$ cat src/rtl/state_mon_pkg.sv
// Shared types and default constants for the FSM-state target monitor.
package state_mon_pkg;

  typedef logic [1:0] mon_state_t;

  localparam mon_state_t ST_IDLE  = 2'd0;
  localparam mon_state_t ST_ARMED = 2'd1;
  localparam mon_state_t ST_TRACK = 2'd2;
  localparam mon_state_t ST_DONE  = 2'd3;

  localparam int         DEF_STATE_W = 2;
  localparam logic [1:0] DEF_TARGET  = 2'b10;
  localparam int         DEF_CNT_W   = 8;
  localparam int         DEF_WINDOW  = 20;

endpackage

$ cat src/rtl/sat_counter.sv
// Up-counter with synchronous clear that sticks at all-ones instead of wrapping.
module sat_counter #(
  parameter int W = 8
) (
  input  logic         clock,
  input  logic         reset_n,
  input  logic         clr,
  input  logic         inc,
  output logic [W-1:0] q
);

  always_ff @(posedge clock or negedge reset_n) begin
    if (!reset_n)                     q <= '0;
    else if (clr)                     q <= '0;
    else if (inc && (q != {W{1'b1}})) q <= q + W'(1);
  end

endmodule

$ cat src/rtl/state_target_monitor.sv
// Observes a sampled FSM state, counts entries into TARGET over a bounded window and
// reports first-hit latency, hit count and timeout as registered results.
module state_target_monitor
  import state_mon_pkg::*;
#(
  parameter int                 STATE_W = DEF_STATE_W,
  parameter logic [STATE_W-1:0] TARGET  = STATE_W'(DEF_TARGET),
  parameter int                 CNT_W   = DEF_CNT_W,
  parameter int                 WINDOW  = DEF_WINDOW
) (
  input  logic               clock,
  input  logic               reset_n,
  input  logic               start,
  input  logic               sample_en,
  input  logic [STATE_W-1:0] state_in,
  output logic               busy,
  output logic               hit,
  output logic               reached,
  output logic [CNT_W-1:0]   first_latency,
  output logic [CNT_W-1:0]   hit_count,
  output logic               timeout,
  output logic               done
);

  // Sample index is sized from WINDOW, so a narrow CNT_W still sees a full window.
  localparam int CYC_W = $clog2(WINDOW + 1);
  localparam int XW    = (CYC_W > CNT_W) ? CYC_W : CNT_W;

  mon_state_t       st;
  logic [CYC_W-1:0] cyc;
  logic             in_tgt_q;
  logic             smp, is_tgt, hit_now, win_end;
  logic [XW-1:0]    cyc_x, lat_max;
  logic [CNT_W-1:0] cyc_lat;

  assign busy    = (st == ST_ARMED) || (st == ST_TRACK);
  assign smp     = busy & sample_en & ~start;
  assign is_tgt  = (state_in == TARGET);
  assign hit_now = smp & is_tgt & ~in_tgt_q;
  assign win_end = smp & (cyc == CYC_W'(WINDOW - 1));

  // Latency saturates like the other counters when the window outgrows CNT_W.
  assign cyc_x   = XW'(cyc);
  assign lat_max = XW'({CNT_W{1'b1}});
  assign cyc_lat = (cyc_x > lat_max) ? {CNT_W{1'b1}} : CNT_W'(cyc_x);

  sat_counter #(.W(CYC_W)) u_cyc (
    .clock   (clock),
    .reset_n (reset_n),
    .clr     (start),
    .inc     (smp),
    .q       (cyc)
  );

  sat_counter #(.W(CNT_W)) u_hits (
    .clock   (clock),
    .reset_n (reset_n),
    .clr     (start),
    .inc     (hit_now),
    .q       (hit_count)
  );

  always_ff @(posedge clock or negedge reset_n) begin
    if (!reset_n) begin
      st            <= ST_IDLE;
      in_tgt_q      <= 1'b0;
      hit           <= 1'b0;
      reached       <= 1'b0;
      first_latency <= '0;
      timeout       <= 1'b0;
      done          <= 1'b0;
    end else begin
      hit <= hit_now;
      if (start) begin
        st            <= ST_ARMED;
        in_tgt_q      <= 1'b0;
        reached       <= 1'b0;
        first_latency <= '0;
        timeout       <= 1'b0;
        done          <= 1'b0;
      end else if (smp) begin
        in_tgt_q <= is_tgt;
        if (hit_now) begin
          reached <= 1'b1;
          if (!reached) first_latency <= cyc_lat;
        end
        // The closing sample is fully processed, so its hit clears timeout.
        if (win_end) begin
          st      <= ST_DONE;
          done    <= 1'b1;
          timeout <= ~(reached | hit_now);
        end else if ((st == ST_ARMED) && hit_now) begin
          st <= ST_TRACK;
        end
      end
    end
  end

endmodule

$ cat config.mk
export PLATFORM = sky130hd
export DESIGN_NAME = state_target_monitor
export DESIGN_NICKNAME = d
export VERILOG_FILES = /design/src/rtl/state_mon_pkg.sv /design/src/rtl/sat_counter.sv /design/src/rtl/state_target_monitor.sv
export SDC_FILE = /design/constraint.sdc
export NUM_CORES = 1
export LEC_CHECK = 0
export CORE_MARGIN = 2
export CORE_UTILIZATION = 38
export DETAILED_ROUTE_END_ITERATION = 7
export GPL_ROUTABILITY_DRIVEN = 0
export PLACE_DENSITY_LB_ADDON = 0.15
export SYNTH_ARGS = -nofsm -noshare
export SYNTH_HDL_FRONTEND = slang
export SYNTH_HIERARCHICAL = 1
export SYNTH_SLANG_ARGS = --single-unit
$ cat constraint.sdc
create_clock -name clock -period 3 [get_ports clock]
set_input_delay 0.6 -clock clock [delete_from_list [all_inputs] [get_ports clock]]
set_output_delay 0.6 -clock clock [all_outputs]
set_load 0.02 [all_outputs]
### Word level (Yosys, flattened, before mapping)

Index checks and enable logic that the tools add are counted.

| word-level totals | value |
|---|---|
| bits in registers | 28 |
| input port bits | 6 |
| output and inout bits | 21 |
| logic and storage cells | 66 |

| operators by class | value |
|---|---|
| add/subtract/negate cells | 2 |
| magnitude comparators | 1 |
| equality and inequality tests | 7 |
| muxes and demuxes | 24 |
| bitwise gates (word level) | 9 |
| reduce and logical (&&, ||, !) cells | 14 |

Operators with widths:

| operator | count |
|---|---|
| $mux W8 | 7 |
| $mux W1 | 11 |
| $mux W5 | 2 |
| $reduce_bool A2 Y1 | 5 |
| $add A8 B1 Y8 const B | 1 |
| $gt A5 B8 Y1 const B | 1 |
| $mux W2 | 4 |
| $ne A8 B8 Y1 const B | 1 |
| $reduce_and A2 Y1 | 3 |
| $add A5 B1 Y5 const B | 1 |
| $and A1 B1 Y1 | 5 |
| $eq A5 B5 Y1 const B | 1 |
| $ne A5 B5 Y1 const B | 1 |
| $eq A2 B2 Y1 const B | 2 |
| $logic_and A1 B1 Y1 | 3 |
| $not A1 Y1 | 3 |
| $reduce_and A3 Y1 | 1 |
| $reduce_bool A3 Y1 | 1 |
| $eq A2 B1 Y1 const B | 1 |
| $ne A2 B2 Y1 const B | 1 |
| $logic_or A1 B1 Y1 | 1 |
| $or A1 B1 Y1 | 1 |

### Longest topological paths before layout

| logic depth | value |
|---|---|
| depth in word-level cells | 11 |
| gate-level depth with buffers | 8 |
| depth with buffers taken out | 7 |

### Modules after synthesis

Netlist, hierarchy kept.

By module, submodules not included:

| module | instances | cells each | area an instance (um^2) | sequential area each (um^2) |
|---|---|---|---|---|
| state_target_monitor | 1 | 58 | 644.4 | 300.3 |
| sat_counter at u_hits | 1 | 49 | 464.2 | 200.2 |
| sat_counter at u_cyc | 1 | 23 | 249.0 | 125.1 |

### Least setup slack after synthesis

Ideal clock, no wire load.

| timing path | value |
|---|---|
| path type | input -> register |
| start | in state_in[0] |
| end | reg u_hits.q[7] |
| setup time | 0.094 ns |
| data arrival time | 2.081 ns |
| required time | 2.906 ns |
| path slack | 0.825 ns |
| cell stages on the path | 7 |
| buffers on the path | 2 |
| cells stage by stage | or3b_1 > buf_6 > nor3_2 > buf_2 > nand3_1 > or3_1 > a211oi_1 |

| between the ends | value |
|---|---|
| word-level cells in the longest chain between the ends | 5 |

RTL lines:

| element | line | text |
|---|---|---|
| from (decl) | state_target_monitor.sv:15 | `input logic [STATE_W-1:0] state_in,` |
| $eq A2 B2 Y1 | state_target_monitor.sv:38 | `assign is_tgt = (state_in == TARGET);` |
| $and A1 B1 Y1 (2 in a row) | state_target_monitor.sv:39 | `assign hit_now = smp & is_tgt & ~in_tgt_q;` |
| via hit_now | state_target_monitor.sv:32 | `logic smp, is_tgt, hit_now, win_end;` |
| $logic_and A1 B1 Y1 | sat_counter.sv:15 | `else if (inc && (q != {W{1'b1}})) q <= q + W'(1);` |
| $reduce_bool A2 Y1 (no line) | - |  |
| to (signal assigned) | sat_counter.sv:15 |  |
| to (decl) | sat_counter.sv:9 | `output logic [W-1:0] q` |

The timed path passes the listed nets, and every way through them passes these cells.
A chain may end at the register's enable or synchronous reset.

### Worst setup path after layout

Ends and elaborated chain as after synthesis.

==> metrics.yaml <==
outcome: "finished clean"
max_freq_mhz: 395
final_cell_mix: "25 x dfrtp_1, 23 x clkdlybuf4s50_1, 9 x nand3_1, 8 x nand2_1, 8 x a21oi_1"
clockRootBuffer: "clkbuf_4"
grt_overflow_total: 0
cts_setup_buffers: 0
hold_viol: 0
core_um2: 3390
critPathRequiredTime_ns: 3.24
first_iter_violations: 61
synth-edff-count: 0
ys_warn_count: 6
drtAntennaViolNets: 0
finish.utilization_pct: 48.6
grt_pass1_wl_um: 5150
ios: 27
via_count: 1081
grt_max_degree: 26
grt_pass1_vias: 1083
power.density_nw_per_um2: 352
ys_seq_area_share_pct: 46.1
synth_area_per_cell_um2: 10.4
crit_path_end_kind: "flip-flop"
holdPathStages: 2
finish.instance_area_um2: 1650
critPathTopFamily: "simple AND/OR/NAND/NOR gates"
period_share_pct: 84.5
syn2layout_area_growth_pct: 21.4
max_stage_delay_ns: 0.52
firstDrtPassIters: 4
worst_pin_slew_ns: 0.638
cts_htree_levels: 1
clock_path_buffers: 2
setup_tns_ns: 0
wl_per_cell_um: 14.3
clk_pin_slew_ns: 0.14
cts_tree: "done"
drc_errors: 0
synth_cells: 130
reg2reg_depth: 6
ys_ff_latch: 25
cts_resized: 0
cp.depth: 6
rsz0062_at_grt: "false"
crit_chain: "clkdlybuf4s50_1, or3b_1, nor3_2, nand3_1, or3_1, a211oi_1"
min_path_type: "reg2reg"
worstPathArrival_ns: 2.77
fin_cells: 201
port_buffers: 23
initial_core_util_pct: 40.1
synth_ff_type: "dfrtp_1"
setup_viol: 0
fin_ws_ns: 0.465
clkLatencyLatePin_ns: 0.32
via_per_inst: 5.38
drive_above_1_share_pct: 11.0
power_leakage_nw: 0.726
wl_um: 2880
worstPathMaxFanout: 8
cp-start-kind: "input port"
numCtsBuffers: 3
fp.dieH_um: 63.8
place_inst: 197
fin_skew_ns: 0.00775
synth_area_um2: 1360
finalNetCount: 166
die_x_um: 63.8
async_flop_share_pct: 100
mostFrequentLayoutCell: "dfrtp_1"
die-area_um2: 4070
critPathKind: "in2reg"
diodes: 0
dp_hpwl_um: 2080
cts_sinks: 25
grt_usage_pct: 16.1
ir_worst_vdd_uv: 135
slowest_stage: "or3b_1"
place_area_um2: 1620
hold_buffers: 0
antenna_found_initial: 0
relSlewSlack_pct: 57.4
slew_violations: 0
max-cap-violations: 0
crit_buf_inv: 1
core.rowCount: 21
period_needed_ns: 2.53
dp_slack_ns: 0.145
synth.distinct_cells: 46
[cell usage after synthesis, types with 2 or more instances]
cell type | count | area share (%)
dfrtp_1 | 25 | 46
nand3_1 | 9 | 3.3
a21oi_1 | 8 | 2.9
nand2_1 | 8 | 2.2
nor2_1 | 7 | 1.9
inv_1 | 5 | 1.4
o311ai_1 | 5 | 3.2
ha_1 | 4 | 3.7
nand2b_1 | 4 | 1.8
nor3_1 | 4 | 1.5
buf_4 | 3 | 1.7
mux2i_1 | 3 | 2.2
nor2b_1 | 3 | 1.4
o21ai_0 | 3 | 1.1
and3_1 | 2 | 0.92
mux2_2 | 2 | 1.7
nor3b_1 | 2 | 1.1
nor3b_2 | 2 | 1.8
or3_1 | 2 | 0.92
or3b_1 | 2 | 1.3
xor2_1 | 2 | 1.3
[worst paths after layout]
path                             start  slack, ns                to
setup / recovery           state_in[0]       0.47       u_hits/q[7]
hold reg to reg                   done       0.52              done
max in group asynchronous      reset_n       2.13       u_hits/q[1]
setup reg to reg                 st[0]       0.66       u_hits/q[7]
hold / removal                    done       0.52              done
min in group asynchronous      reset_n       0.62  first_latency[2]
[flip-flops by register name, indices dropped and copies added, names as in the netlist]
| name | cells |
|---|---|
| u_hits/q | 8 |
| first_latency | 5 |
| u_cyc/q | 5 |
| st | 2 |
| done | 1 |
| hit | 1 |
| in_tgt_q | 1 |
| reached | 1 |
| timeout | 1 |
[metrics by stage]
stage	total power, mW	hold WS, ns
2_1_floorplan	0.404	0.304
6_report	0.581	0.522
3_3_place_gp	0.430	0.476
3_5_place_dp	0.432	0.495
5_1_grt	0.614	0.543
4_1_cts	0.591	0.525
[per-layer routing]
layer	track usage, %	vias to the layer above	wire, µm
li1	-	518	-
met1	22.2	535	1430
met2	24.9	24	1290
met3	2.82	4	112
met4	6.52	0	50
met5	0	-	0
[tightest hold or removal path, cell delays in order (launching register included)]
cell and delay [ns]:
dfrtp_1 0.38, a21oi_1 0.04, nor2_1 0.07
[final cells by class]
type | instances | area, µm²
Clock buffer | 4 | 26.3
Fill cell | 305 | 1740
Inverter | 5 | 18.8
Multi-Input combinational cell | 94 | 659
Sequential cell | 25 | 626
Tap cell | 46 | 57.6
Timing Repair Buffer | 27 | 260
[power by group]
group	internal [mW]	total [mW]	switching (mW)
Clock	0.0521	0.156	0.104
Sequential	0.343	0.350	0.00756
Combinational	0.0308	0.0747	0.0439
[logic make-up after synthesis]
logic type	Yosys count	share of synthesized area [%]
compound gates	24	12.2
xor+xnor	2	1.29
fa+ha+maj	4	3.69
buf+inv	13	5.90
flops	25	46.1
mux	5	3.87
other cells	1	0.276
simple gates	56	26.7
Note: power is estimated with default switching activity, not from simulation.
